$ cat config.mk
export PLATFORM = sky130hd
export DESIGN_NAME = input_debouncer
export DESIGN_NICKNAME = d
export VERILOG_FILES = /design/src/rtl/input_debouncer.sv
export SDC_FILE = /design/constraint.sdc
export NUM_CORES = 1
export LEC_CHECK = 0
export ABC_AREA = 1
export ABC_CLOCK_PERIOD_IN_PS = 3950
export BUFFER_PORTS_ARGS = -buffer_cell sky130_fd_sc_hd__buf_2
export CAP_MARGIN = 25
export CORE_MARGIN = 2
export CORE_UTILIZATION = 55
export CTS_CLUSTER_SIZE = 10
export DETAILED_ROUTE_END_ITERATION = 10
export PLACE_DENSITY = 0.76
export RECOVER_POWER = 50
export SLEW_MARGIN = 20
export SYNTH_ARGS = -nofsm -noshare
export SYNTH_HDL_FRONTEND = slang
export SYNTH_SLANG_ARGS = --single-unit
$ cat constraint.sdc
create_clock -name clk -period 3.95 [get_ports clk]
set_clock_uncertainty 0.1 [all_clocks]
set_input_delay 0.79 -clock clk [delete_from_list [all_inputs] [get_ports clk]]
set_output_delay 0.79 -clock clk [all_outputs]
set_load 0.02 [all_outputs]
$ cat src/rtl/input_debouncer.sv
`default_nettype none
// ============================================================================
// Module   : input_debouncer
// Purpose  : Conditions one raw, asynchronous, bouncy input (push-button or
//            switch) into a clean registered level plus single-cycle rise and
//            fall pulses. A two-flop synchronizer feeds a four-state
//            stability FSM. A saturating counter records rejected transitions
//            for debug visibility.
// Ports    : clk            - single clock, all state changes on rising edge
//            async_reset_n  - asynchronous active-low reset
//            raw_in         - asynchronous raw input
//            level          - debounced level (registered)
//            rise_pulse     - one-cycle pulse when level goes 0->1
//            fall_pulse     - one-cycle pulse when level goes 1->0
//            glitch_cnt     - rejected transitions, saturates at 255
// Revision : 1.0 - initial release
// ============================================================================
module input_debouncer #(
    parameter int   DEBOUNCE_CYCLES = 16,   // legal range 1..2^CNT_W
    parameter int   CNT_W           = 8,
    parameter logic RESET_LEVEL     = 1'b0
) (
    input  logic       clk,
    input  logic       async_reset_n,
    input  logic       raw_in,
    output logic       level,
    output logic       rise_pulse,
    output logic       fall_pulse,
    output logic [7:0] glitch_cnt
);

    typedef enum logic [1:0] {
        STABLE_LO = 2'd0,
        WAIT_HI   = 2'd1,
        STABLE_HI = 2'd2,
        WAIT_LO   = 2'd3
    } state_t;

    localparam state_t           c_RESET_STATE = RESET_LEVEL ? STABLE_HI : STABLE_LO;
    // Last count value before acceptance; DEBOUNCE_CYCLES-1 always fits in CNT_W.
    localparam logic [CNT_W-1:0] c_CNT_LAST    = CNT_W'(DEBOUNCE_CYCLES - 1);
    localparam logic [7:0]       c_GLITCH_MAX  = 8'hFF;

    logic             sync1_q;
    logic             sync2_q;
    state_t           state_q,  state_d;
    logic [CNT_W-1:0] cnt_q,    cnt_d;
    logic             level_q,  level_d;
    logic             rise_q,   rise_d;
    logic             fall_q,   fall_d;
    logic [7:0]       glitch_q, glitch_d;
    logic [7:0]       w_glitch_inc;

    // Saturating increment: holds at 255 once reached.
    assign w_glitch_inc = (glitch_q == c_GLITCH_MAX) ? glitch_q : glitch_q + 8'd1;

    always_comb begin
        state_d  = state_q;
        cnt_d    = cnt_q;
        level_d  = level_q;
        rise_d   = 1'b0;
        fall_d   = 1'b0;
        glitch_d = glitch_q;
        case (state_q)
            STABLE_LO: begin
                if (sync2_q) begin
                    state_d = WAIT_HI;
                    cnt_d   = '0;
                end
            end
            WAIT_HI: begin
                if (!sync2_q) begin
                    // Input fell back before qualifying: reject it.
                    state_d  = STABLE_LO;
                    cnt_d    = '0;
                    glitch_d = w_glitch_inc;
                end else if (cnt_q == c_CNT_LAST) begin
                    state_d = STABLE_HI;
                    level_d = 1'b1;
                    rise_d  = 1'b1;
                    cnt_d   = '0;
                end else begin
                    cnt_d = cnt_q + CNT_W'(1);
                end
            end
            STABLE_HI: begin
                if (!sync2_q) begin
                    state_d = WAIT_LO;
                    cnt_d   = '0;
                end
            end
            WAIT_LO: begin
                if (sync2_q) begin
                    state_d  = STABLE_HI;
                    cnt_d    = '0;
                    glitch_d = w_glitch_inc;
                end else if (cnt_q == c_CNT_LAST) begin
                    state_d = STABLE_LO;
                    level_d = 1'b0;
                    fall_d  = 1'b1;
                    cnt_d   = '0;
                end else begin
                    cnt_d = cnt_q + CNT_W'(1);
                end
            end
            default: begin
                state_d = c_RESET_STATE;
                cnt_d   = '0;
                level_d = RESET_LEVEL;
            end
        endcase
    end

    always_ff @(posedge clk or negedge async_reset_n) begin
        if (!async_reset_n) begin
            sync1_q  <= RESET_LEVEL;
            sync2_q  <= RESET_LEVEL;
            state_q  <= c_RESET_STATE;
            cnt_q    <= '0;
            level_q  <= RESET_LEVEL;
            rise_q   <= 1'b0;
            fall_q   <= 1'b0;
            glitch_q <= 8'd0;
        end else begin
            sync1_q  <= raw_in;
            sync2_q  <= sync1_q;
            state_q  <= state_d;
            cnt_q    <= cnt_d;
            level_q  <= level_d;
            rise_q   <= rise_d;
            fall_q   <= fall_d;
            glitch_q <= glitch_d;
        end
    end

    assign level      = level_q;
    assign rise_pulse = rise_q;
    assign fall_pulse = fall_q;
    assign glitch_cnt = glitch_q;

endmodule
`default_nettype wire

Word-level counts from Yosys, hierarchy flattened
Cells that the tools add are included.
Storage, ports and cells
  output and inout bits: 11
  word-level logic and storage cells: 58
  flip-flop bits (word level): 23
  bits of input ports: 3
Cells by class
  equality and inequality tests: 15
  multiplexer cells: 27
  reduce and logical (&&, ||, !) cells: 6
  add/sub/neg operators: 2
Operators with widths (number)
  2-to-1 mux 8 bit: 8
  one-hot mux 8 bit (4 select lines): 1
  adder 8 x 1 -> 8 bit (second input constant): 2
  != test 2 bit (second input constant): 8
  one-hot mux 8 bit (2 select lines): 1
  2-to-1 mux 2 bit: 6
  2-to-1 mux 1 bit: 9
  equality test 8 x 4 -> 1 bit (second input constant): 1
  equality test 8 bit (second input constant): 1
  one-hot mux 2 bit (4 select lines): 1
  != test 3 bit (second input constant): 2
  AND reduction 5 bit: 1
  equality test 2 bit (second input constant): 2
  AND reduction 4 bit: 1
  AND reduction 3 bit: 1
  equality test 2 x 1 -> 1 bit (second input constant): 1
  logical NOT 2 bit: 1
  one-hot mux 1 bit (2 select lines): 1
  AND reduction 2 bit: 1
  nonzero test 2 bit: 1

Logic depth before layout (Yosys ltp)
Gate-level depths: netlist of run 1.
  depth in word-level cells: 4
  gate-level depth with buffers: 8

Worst setup path after synthesis of run 1
OpenSTA, ideal clock, no wires.
  path type: reg-to-reg
  from: register glitch_q[0], in the netlist glitch_cnt[0]
  to: register glitch_q[3], in the netlist glitch_cnt[3]
  buffers on the path: 0
  setup slack: 2.374 ns
  cell stages (with the launch flop): 8
  arrival: 1.349 ns
  required time: 3.723 ns
  library setup time: 0.127 ns
  cell sequence: dfrtp_1 > ha_1 > nand2_2 > nand3b_4 > nor2_1 > nor2_4 > nand2_1 > o21ai_0
On the way
  cells in the longest elaborated chain, start to end: 4
  elaborated cells between the ends (all ways): 6
  those cells by class: add/sub (1); eq/ne (1); mux (4)
Ends and longest elaborated chain
  start, declared: line 51  | logic [7:0] glitch_q, glitch_d;
  start signal, assigned: line 132  | glitch_q <= glitch_d;
  adder 8 x 1 -> 8 bit / equality test 8 bit (equally long branches): line 55  | assign w_glitch_inc = (glitch_q == c_GLITCH_MAX) ? glitch_q : glitch_q + 8'd1;
  2-to-1 mux 8 bit *: line 55
  2-to-1 mux 8 bit, on equally long branches: line 93, 72
  one-hot mux 8 bit (2 select lines) *: line 64  | case (state_q)
Every way passes the cells marked *; elsewhere a longest branch is shown, timed or not. The select of a mux whose other input is x is not followed.
A chain may end at the register's enable or synchronous reset.

Worst setup path after layout of run 1
  from: register glitch_q[2], in the netlist glitch_cnt[2]
  to: output port glitch_cnt[2]
RTL lines
  end, declared: line 29  | output logic [7:0] glitch_cnt
No word-level cell between the ends.

==> results.toml, run 1 <==
[detailed_routing]
dr.first_iter.drc_count = 15
viasPerCell = 5.21
drt-wirelength-per-cell_um = 11.6
drt_pass1_iterations = 4
ant_nets = 0
vias = 1057
drc_errors = 0
drt_wl_total_mm = 2.36

[yosys]
synth_compound_area_share_pct = 8.62
yosys.area_share.simple_pct = 33.1
ys_ff_latch = 23
synth_top_area_share_pct = 46.7
synthArstFlopShare_pct = 100
synth-adder-area-share_pct = 2.03
yosys.area.top_type = "dfrtp_1"
synth_fp_nets = 164
mappedNetlistArea_sq_um = 1230
synth_top_family_by_area = "simple AND/OR/NAND/NOR gates"
syn_avg_cell_area_sq_um = 7.76
seq_area_frac_synth_pct = 46.7
syn_inst = 159
ys.flop_type = "dfrtp_1"
synthXorXnorAreaFrac_pct = 2.84
synthTopCellsByArea = "dfrtp_1 47%, nand2_1 16%, inv_1 4.9%"
synth_enable_flop_cells = 0
synthMuxAreaShare_pct = 0
yosysUniqueCellTypes = 23
yosys_warnings = 0

[final_layout]
final_core_util_pct = 62.2
final_common_cell = "nand2_1"
area_growth_pct = 9.33
nets = 181
final_cell_area_sq_um = 1350
layout_common_cells = "54 x nand2_1, 23 x dfrtp_1, 17 x inv_1"
layout-drive-gt1-share_pct = 14.9
n_antenna_cell = 0

[power]
power_w = 0.000687
combinationalPowerShare_pct = 37.4
seqPwrFrac_pct = 47.0
clkPwrFrac_pct = 15.6
switching_share_pct = 41.6
ir_worst_vdd_v = 0.000310
p_per_area_nw_per_um2 = 509
leakage_nw = 0.740
p_int_w = 0.000401
p_sw_w = 0.000286

[flow_run]
cap_violations = 0

[clock_network]
cts_made_buffers = 3
cts_tree = "done"
cts_setup_buffers = 0
clk_pin_slew_ps = 120
cts_sinks = 23
cts-htree-levels = 1
clock_path_buffers = 2
ctsHoldBuffers = 0
cts_root_buffer = "clkbuf_4"
clk-insertion-delay-late_ps = 310
cts_resized = 0

[die]
row_count = 17
ios = 14
die-area_sq_um = 2640
die_h_um = 51.4
coreArea_sq_um = 2170
dieWidth_um = 51.4
start_util_pct = 56.9

[placed_design]
gp_congestion = 0.805
post_dp_cell_area_sq_um = 1330
io_buffers = 13
dpl.hpwl_mm = 1.80

[setup_path]
rrSetupSlack_ps = 2370
required_ps = 3060
crit_fanout = 5
critPathLaunchType = "flop"
cp-end-kind = "output pin"
cp_slowest_stage_delay_ps = 450
crit_type = "flop to output pin"
worstPathCellList = "buf_2"
cp_top_family = "flip-flops"
critPathBufInv = 1
slowest_stage = "dfrtp_1"
worstPathArrival_ps = 950

[sta]
hold_violations = 0
period_needed_ps = 1840
slew_headroom_pct = 18.9
hold_ws_ps = 273
worst_slew_pin_slew_ps = 1220
clock.fmax_mhz = 543
post-route-period-util_pct = 46.6
drv_slew = 0
tns_ps = 0
finalSetupViolCount = 0
rsz0062_at_grt = "false"

[global_routing]
gr-usage-met3_pct = 2.63
grt-ovfl-total = 0
grtUsageTotal_pct = 21.4
use_met1_pct = 24.2
use_met2_pct = 39.5
grt_start_max_net_pins = 24
grt-busiest-layer = "met2"
grt_pass1_wl_mm = 4.14
grt_pass1_vias = 1029
antenna_found_initial = 0

[run_status]
status = "finished clean"

[worst_hold_path]
hp-class = "flop to flop"
## worst reg2reg max path, delay by kind of cell (launching register included)
kind / cells / cell delay [ps]
adder cells (fa/ha/maj): 1 / 220
AND/OR/NAND/NOR: 6 / 800
flip-flops: 1 / 410
## through the flow
stage,cells,setup WS [ps]
final,203,2110
after global routing,203,2060
after CTS,203,2110
after detailed placement,199,2400
after global placement,199,2470
after floorplan,159,2370
## kinds of logic after synthesis
kind of cell,count (synthesis)
AND/OR/NAND/NOR,90
AO/OA/AOI/OAI,18
XOR/XNOR,4
buffers and inverters,22
adder cells (fa/ha/maj),2
flip-flops,23
## Yosys cell counts (3+ instances only)
cell      n
xor2_1    3
dfrtp_1  23
inv_1    16
nand2_1  54
inv_2     5
o21ai_0  10
nor2_1   13
a21oi_1   3
nor3_1    3
nand3_1  10
## path summary, 6_finish.rpt
check | startpoint | to | cells after the start
max in group asynchronous | async_reset_n | glitch_cnt[4] | 1
min in group asynchronous | async_reset_n | glitch_cnt[2] | 1
hold reg to reg | sync1_q | sync2_q | 0
setup reg to reg | cnt_q[1] | flop | 7
hold / removal | sync1_q | sync2_q | 0
setup / recovery | glitch_cnt[2] | glitch_cnt[2] | 1
## registers in the layout, indices dropped and copies added (netlist names), named ones only
signal      count
cnt_q           8
fall_pulse      1
glitch_cnt      8
level           1
rise_pulse      1
state_q         1
sync1_q         1
sync2_q         1
## metal layers
| metal | routed length [um] | part of all wire, % |
|---|---|---|
| met5 | 0 | 0 |
| met3 | 65 | 2.8 |
| met1 | 983 | 42 |
| met2 | 1260 | 53 |
| met4 | 49 | 2.1 |
## power groups by stage
stage          Combinational (W)  Clock [W]  Sequential [W]
2_1_floorplan           0.000188          0        0.000331
3_3_place_gp            0.000252          0        0.000322
3_5_place_dp            0.000262          0        0.000324
4_1_cts                 0.000265   0.000112        0.000322
5_1_grt                 0.000292   0.000117        0.000331
6_report                0.000257   0.000107        0.000323
## cell type report
cell class	count	area, sq um
Timing Repair Buffer	13	63.8
Fill cell	208	821
Tap cell	28	35.0
Clock buffer	4	26.3
Multi-Input combinational cell	114	569
Inverter	21	78.8
Sequential cell	23	576
Note: power is estimated with default switching activity, not from simulation.
==> inputs of run 2 (changes only) <==
ABC_AREA = 0   (was 1)
ABC_CLOCK_PERIOD_IN_PS = 1800   (was 3950)
clock period = 1.8 ns   (was 3.95 ns; I/O delays follow)
==> results.toml, run 2 <==
[run_status]
status = "finished clean"

[yosys]
synthArstFlopShare_pct = 100
synth_top_area_share_pct = 52.3
synth_enable_flop_cells = 0
synth.most_common_cell = "dfrtp_1"
mappedNetlistArea_sq_um = 1100
syn_avg_cell_area_sq_um = 10.9
yosys_warnings = 0
ys_ff_latch = 23
synthTopCellsByArea = "dfrtp_1 52%, xor2_1 5.6%, nand3_1 4.6%"
yosysUniqueCellTypes = 28
ys.flop_type = "dfrtp_1"
syn_inst = 101
seq_area_frac_synth_pct = 52.3
yosys.area.top_type = "dfrtp_1"
synth_fp_nets = 106
synth_common_cells = "23 x dfrtp_1, 10 x nand3_1, 9 x nand2_1"

[flow_run]
cap_violations = 0

[global_routing]
grtUsageTotal_pct = 19.6
grt_pass1_vias = 779
grt-ovfl-total = 0
antenna_found_initial = 0
grt_pass1_wl_mm = 3.51
grt_start_max_net_pins = 24

[final_layout]
fill_cells = 173
nets = 134
final_common_cell = "dfrtp_1"
area_growth_pct = 18.7
n_antenna_cell = 0
layout-drive-gt1-share_pct = 25.8
layout_common_cells = "23 x dfrtp_1, 10 x nand3_1, 10 x buf_2, 10 x buf_4, 9 x nand2_1"
final_cell_area_sq_um = 1310

[clock_network]
clk_pin_slew_ps = 120
cts-htree-levels = 1
cts_sinks = 23
clk-insertion-delay-late_ps = 310
cts_root_buffer = "clkbuf_4"
cts_tree = "done"
clock_path_buffers = 2
cts_made_buffers = 3

[power]
leakage_nw = 0.641
p_per_area_nw_per_um2 = 1320
ir_worst_vdd_v = 0.000926

[detailed_routing]
viasPerCell = 5.44
ant_nets = 0
drc_errors = 0
drt_pass1_iterations = 4
drt-wirelength-per-cell_um = 13.0
dr.first_iter.drc_count = 12
drt_wl_total_mm = 2.02
vias = 843

[die]
die-area_sq_um = 2370
row_count = 16
ios = 14
die_h_um = 48.7
dieWidth_um = 48.7
coreArea_sq_um = 1920
start_util_pct = 57.2

[sta]
worst_slew_pin_slew_ps = 553
drv_slew = 0
rsz0062_at_grt = "false"
post-route-period-util_pct = 96.9
hold_violations = 0
tns_ps = 0
finalSetupViolCount = 0
period_needed_ps = 1740
clock.fmax_mhz = 573
slew_headroom_pct = 63.2

[setup_path]
required_ps = 1900
crit_fanout = 4
cp-end-kind = "flop"
worstPathCellList = "ha_1, and3_4, a211o_4, nand2_2, mux2_2"
critPathLaunchType = "flop"
worstPathArrival_ps = 1850
crit_type = "flop to flop"
slowest_stage = "dfrtp_1"
cp_slowest_stage_delay_ps = 400

[placed_design]
io_buffers = 13
post_dp_cell_area_sq_um = 1260
gp_congestion = 0.808
dpl.hpwl_mm = 1.50

[worst_hold_path]
hp-class = "input pin to flop"
run 2: cell types whose count changed after synthesis, moves of 3 or more:
cell,delta
o21ai_0,-5
inv_1,-12
nand2_1,-45
inv_2,-5
nor2_1,-9
and3_1,+3
xor2_1,+4
run 2: report_power, final:
group          total (W)  leakage, nW  switching, W  internal [W]
Clock           0.000231       0.0150      0.000144     0.0000866
Combinational   0.000725        0.325      0.000402      0.000323
Sequential      0.000765        0.301      0.000137      0.000627
run 2: final timing paths:
check                              start        end  slack, ps  cells past startpoint
max                             cnt_q[0]       flop         60                      5
max in group asynchronous  async_reset_n  async pin        780                      2
max reg2reg                     cnt_q[0]       flop         60                      5
min                               raw_in    sync1_q         50                      1
min in group asynchronous  async_reset_n   cnt_q[7]        450                      2
min reg2reg                      sync1_q    sync2_q        270                      0
run 2: cell families (layout without fill, tap and decap cells):
| logic type | after synthesis | after routing | share of synthesized area, % |
|---|---|---|---|
| and+or+nand+nor | 40 | 40 | 19.7 |
| DFF | 23 | 23 | 52.3 |
| buffers and inverters | 6 | 33 | 2.84 |
| AOI/OAI and AO/OA | 17 | 17 | 11.4 |
| muxes | 2 | 2 | 2.05 |
| xor gates and xnor gates | 11 | 11 | 9.44 |
| adders and majority gates | 2 | 2 | 2.27 |
run 2: per-layer routing:
layer | track usage [%] | part of all wire [%] | vias to the layer above
met2 | 32.9 | 50 | 23
met1 | 24.1 | 43 | 405
met5 | 0 | 0 | -
li1 | - | - | 408
met3 | 2.78 | 3.4 | 7
met4 | 11.4 | 3.5 | 0
run 2: area by class of cell:
type / instances / area, sq um / area share (%)
sequential: 23 / 576 / 44.1
tap: 27 / 33.8 / 2.59
clock buffer: 4 / 26.3 / 2.01
multi-input combinational: 72 / 503 / 38.5
inverter: 4 / 15.0 / 1.15
timing repair buffer: 25 / 151 / 11.6
run 2: timing repair:
| item | in CTS | in global routing |
|---|---|---|
| hold endpoints to repair | 23 | 0 |
| hold buffers | 1 | 0 |
| gates cloned | 0 | 0 |
| endpoints found under the setup margin | 1 | 3 |
| buffers inserted | 1 | 0 |
| pin swaps | 0 | 0 |
| resized for setup | 0 | 3 |
run 2: worst max-delay path, delay by kind of cell (launching register included):
kind                     cells  cell delay, ps
flip-flops                   1             400
multiplexers                 1             330
AO/OA/AOI/OAI                1             320
AND/OR/NAND/NOR              2             270
adder cells (fa/ha/maj)      1             220
run 2: metrics by stage:
step | utilization [%] | hold slack [ps] | total power, W | setup WS [ps] | cells
2_1_floorplan | - | -35.6 | 0.00123 | 4.73 | 101
4_1_cts | 67.7 | 42.2 | 0.00174 | 10.5 | 155
6_report | 67.9 | 51.9 | 0.00172 | 56.0 | 155
5_1_grt | 67.9 | 22.1 | 0.00184 | 16.5 | 155
3_3_place_gp | 65.4 | 233 | 0.00145 | 72.8 | 149
3_5_place_dp | 65.4 | 242 | 0.00149 | 34.1 | 149
==> inputs of run 3 (changes only) <==
BUFFER_PORTS_ARGS = -buffer_cell sky130_fd_sc_hd__buf_4   (was -buffer_cell sky130_fd_sc_hd__buf_2)
CORE_UTILIZATION = 50   (was 55)
GPL_TIMING_DRIVEN = 0   (was not set)
PLACE_DENSITY = 0.7   (was 0.76)
==> results.toml, run 3 (synthesized netlist as in run 2, its figures left out) <==
[run_status]
status = "finished clean"

[final_layout]
layout_common_cells = "23 x dfrtp_1, 14 x buf_4, 10 x nand3_1"
nets = 131
fin_cells = 152
final_common_cell = "dfrtp_1"
n_antenna_cell = 0
fill_cells = 163
layout-drive-gt1-share_pct = 24.0
final_cell_area_sq_um = 1320
area_growth_pct = 19.8

[clock_network]
cts-htree-levels = 1
clk_pin_slew_ps = 110
cts_sinks = 23
cts_root_buffer = "clkbuf_4"
cts_tree = "done"
cts_made_buffers = 3
clk-insertion-delay-late_ps = 290
clock_path_buffers = 2

[sta]
worst_slew_pin_slew_ps = 564
clock.fmax_mhz = 563
slew_headroom_pct = 62.4
tns_ps = 0
post-route-period-util_pct = 98.7
drv_slew = 0
finalSetupViolCount = 0
hold_violations = 0
period_needed_ps = 1780
hold_ws_ps = 81.4

[die]
dieWidth_um = 50.9
start_util_pct = 54.4
ios = 14
die-area_sq_um = 2590
die_h_um = 50.9
row_count = 16
coreArea_sq_um = 2020

[worst_hold_path]
hp-class = "input pin to flop"
min_path_cells = 1

[placed_design]
post_dp_cell_area_sq_um = 1230
dpl.hpwl_mm = 1.45
numPlacedInstances = 141
io_buffers = 13
gp_congestion = 0.780

[setup_path]
critPathLaunchType = "flop"
cp-end-kind = "flop"
crit_fanout = 6
rr_worst_depth = 5
rrSetupSlack_ps = 20
crit_type = "flop to flop"
required_ps = 1900
worstPathArrival_ps = 1870

[global_routing]
grtUsageTotal_pct = 18.2
grt_pass1_wl_mm = 3.56
antenna_found_initial = 0
grt_start_max_net_pins = 24
grt_pass1_vias = 862
grt-ovfl-total = 0

[detailed_routing]
viasPerCell = 5.55
drt_pass1_iterations = 4
ant_nets = 0
drt-wirelength-per-cell_um = 13.7
drc_errors = 0
dr.first_iter.drc_count = 12
drt_wl_total_mm = 2.08
vias = 844

[power]
ir_worst_vdd_v = 0.000903
p_per_area_nw_per_um2 = 1350
leakage_nw = 0.628

[flow_run]
cap_violations = 0
-- run 3: changes by cell type in the layout (fill, tap and decap cells not counted) --
cell      previous run  this run
buf_2               10         1
nor3_1               4         5
xnor2_2              1         0
buf_6                0         1
ha_1                 2         1
ha_2                 0         1
nor3_2               1         0
xnor2_4              0         1
clkbuf_4             3         4
buf_4               10        14
-- run 3: cell type report --
type / count / area (sq um) / share of cell area (%)
plain buffers: 2 / 16.3 / 1.23
clock buffers: 4 / 26.3 / 1.99
inverters: 4 / 15.0 / 1.14
multi-input cells: 72 / 512 / 38.8
flip-flops and latches: 23 / 576 / 43.7
well taps: 27 / 33.8 / 2.56
repair buffers: 20 / 139 / 10.5
-- run 3: timing repair --
item / CTS / global route
setup endpoints to repair: 1 / 2
endpoints found under the hold margin: 23 / 0
buffers inserted: 2 / 4
pin swaps: 0 / 1
hold buffers: 1 / 0
gates resized for setup: 2 / 1
-- run 3: where the power goes --
part	switching [W]	leakage, nW	internal [W]
clock network	0.000139	0.0150	0.0000862
logic	0.000412	0.311	0.000366
registers	0.000146	0.301	0.000627
-- run 3: per-layer routing --
metal	global-route usage [%]	routed length, um	up-vias
li1	-	-	403
met3	2.63	80	2
met1	20.8	857	416
met5	0	0	-
met2	33.3	1120	23
met4	8.11	15	0
-- run 3: final timing paths --
path	start	end
setup / recovery	cnt_q[0]	flop
hold reg to reg	sync1_q	sync2_q
max in group asynchronous	async_reset_n	cnt_q[0]
setup reg to reg	cnt_q[0]	flop
hold / removal	raw_in	sync1_q
min in group asynchronous	async_reset_n	fall_pulse
-- run 3: metrics by stage --
step                      total power, W  worst slack, ps  util, %
after floorplan                  0.00123             4.73        -
after global placement           0.00142            -71.5     60.9
after detailed placement         0.00145            -76.3     60.9
after CTS                        0.00171             26.6     63.8
after global routing             0.00191            -4.38     65.2
final                            0.00178             23.9     65.2
-- run 3: worst max-delay path, cell delays in order, from the launching register on --
cell and delay (ps):
dfrtp_1 410, ha_2 200, and3_4 190, a211o_4 370
nand2_2 80, mux2_2 320
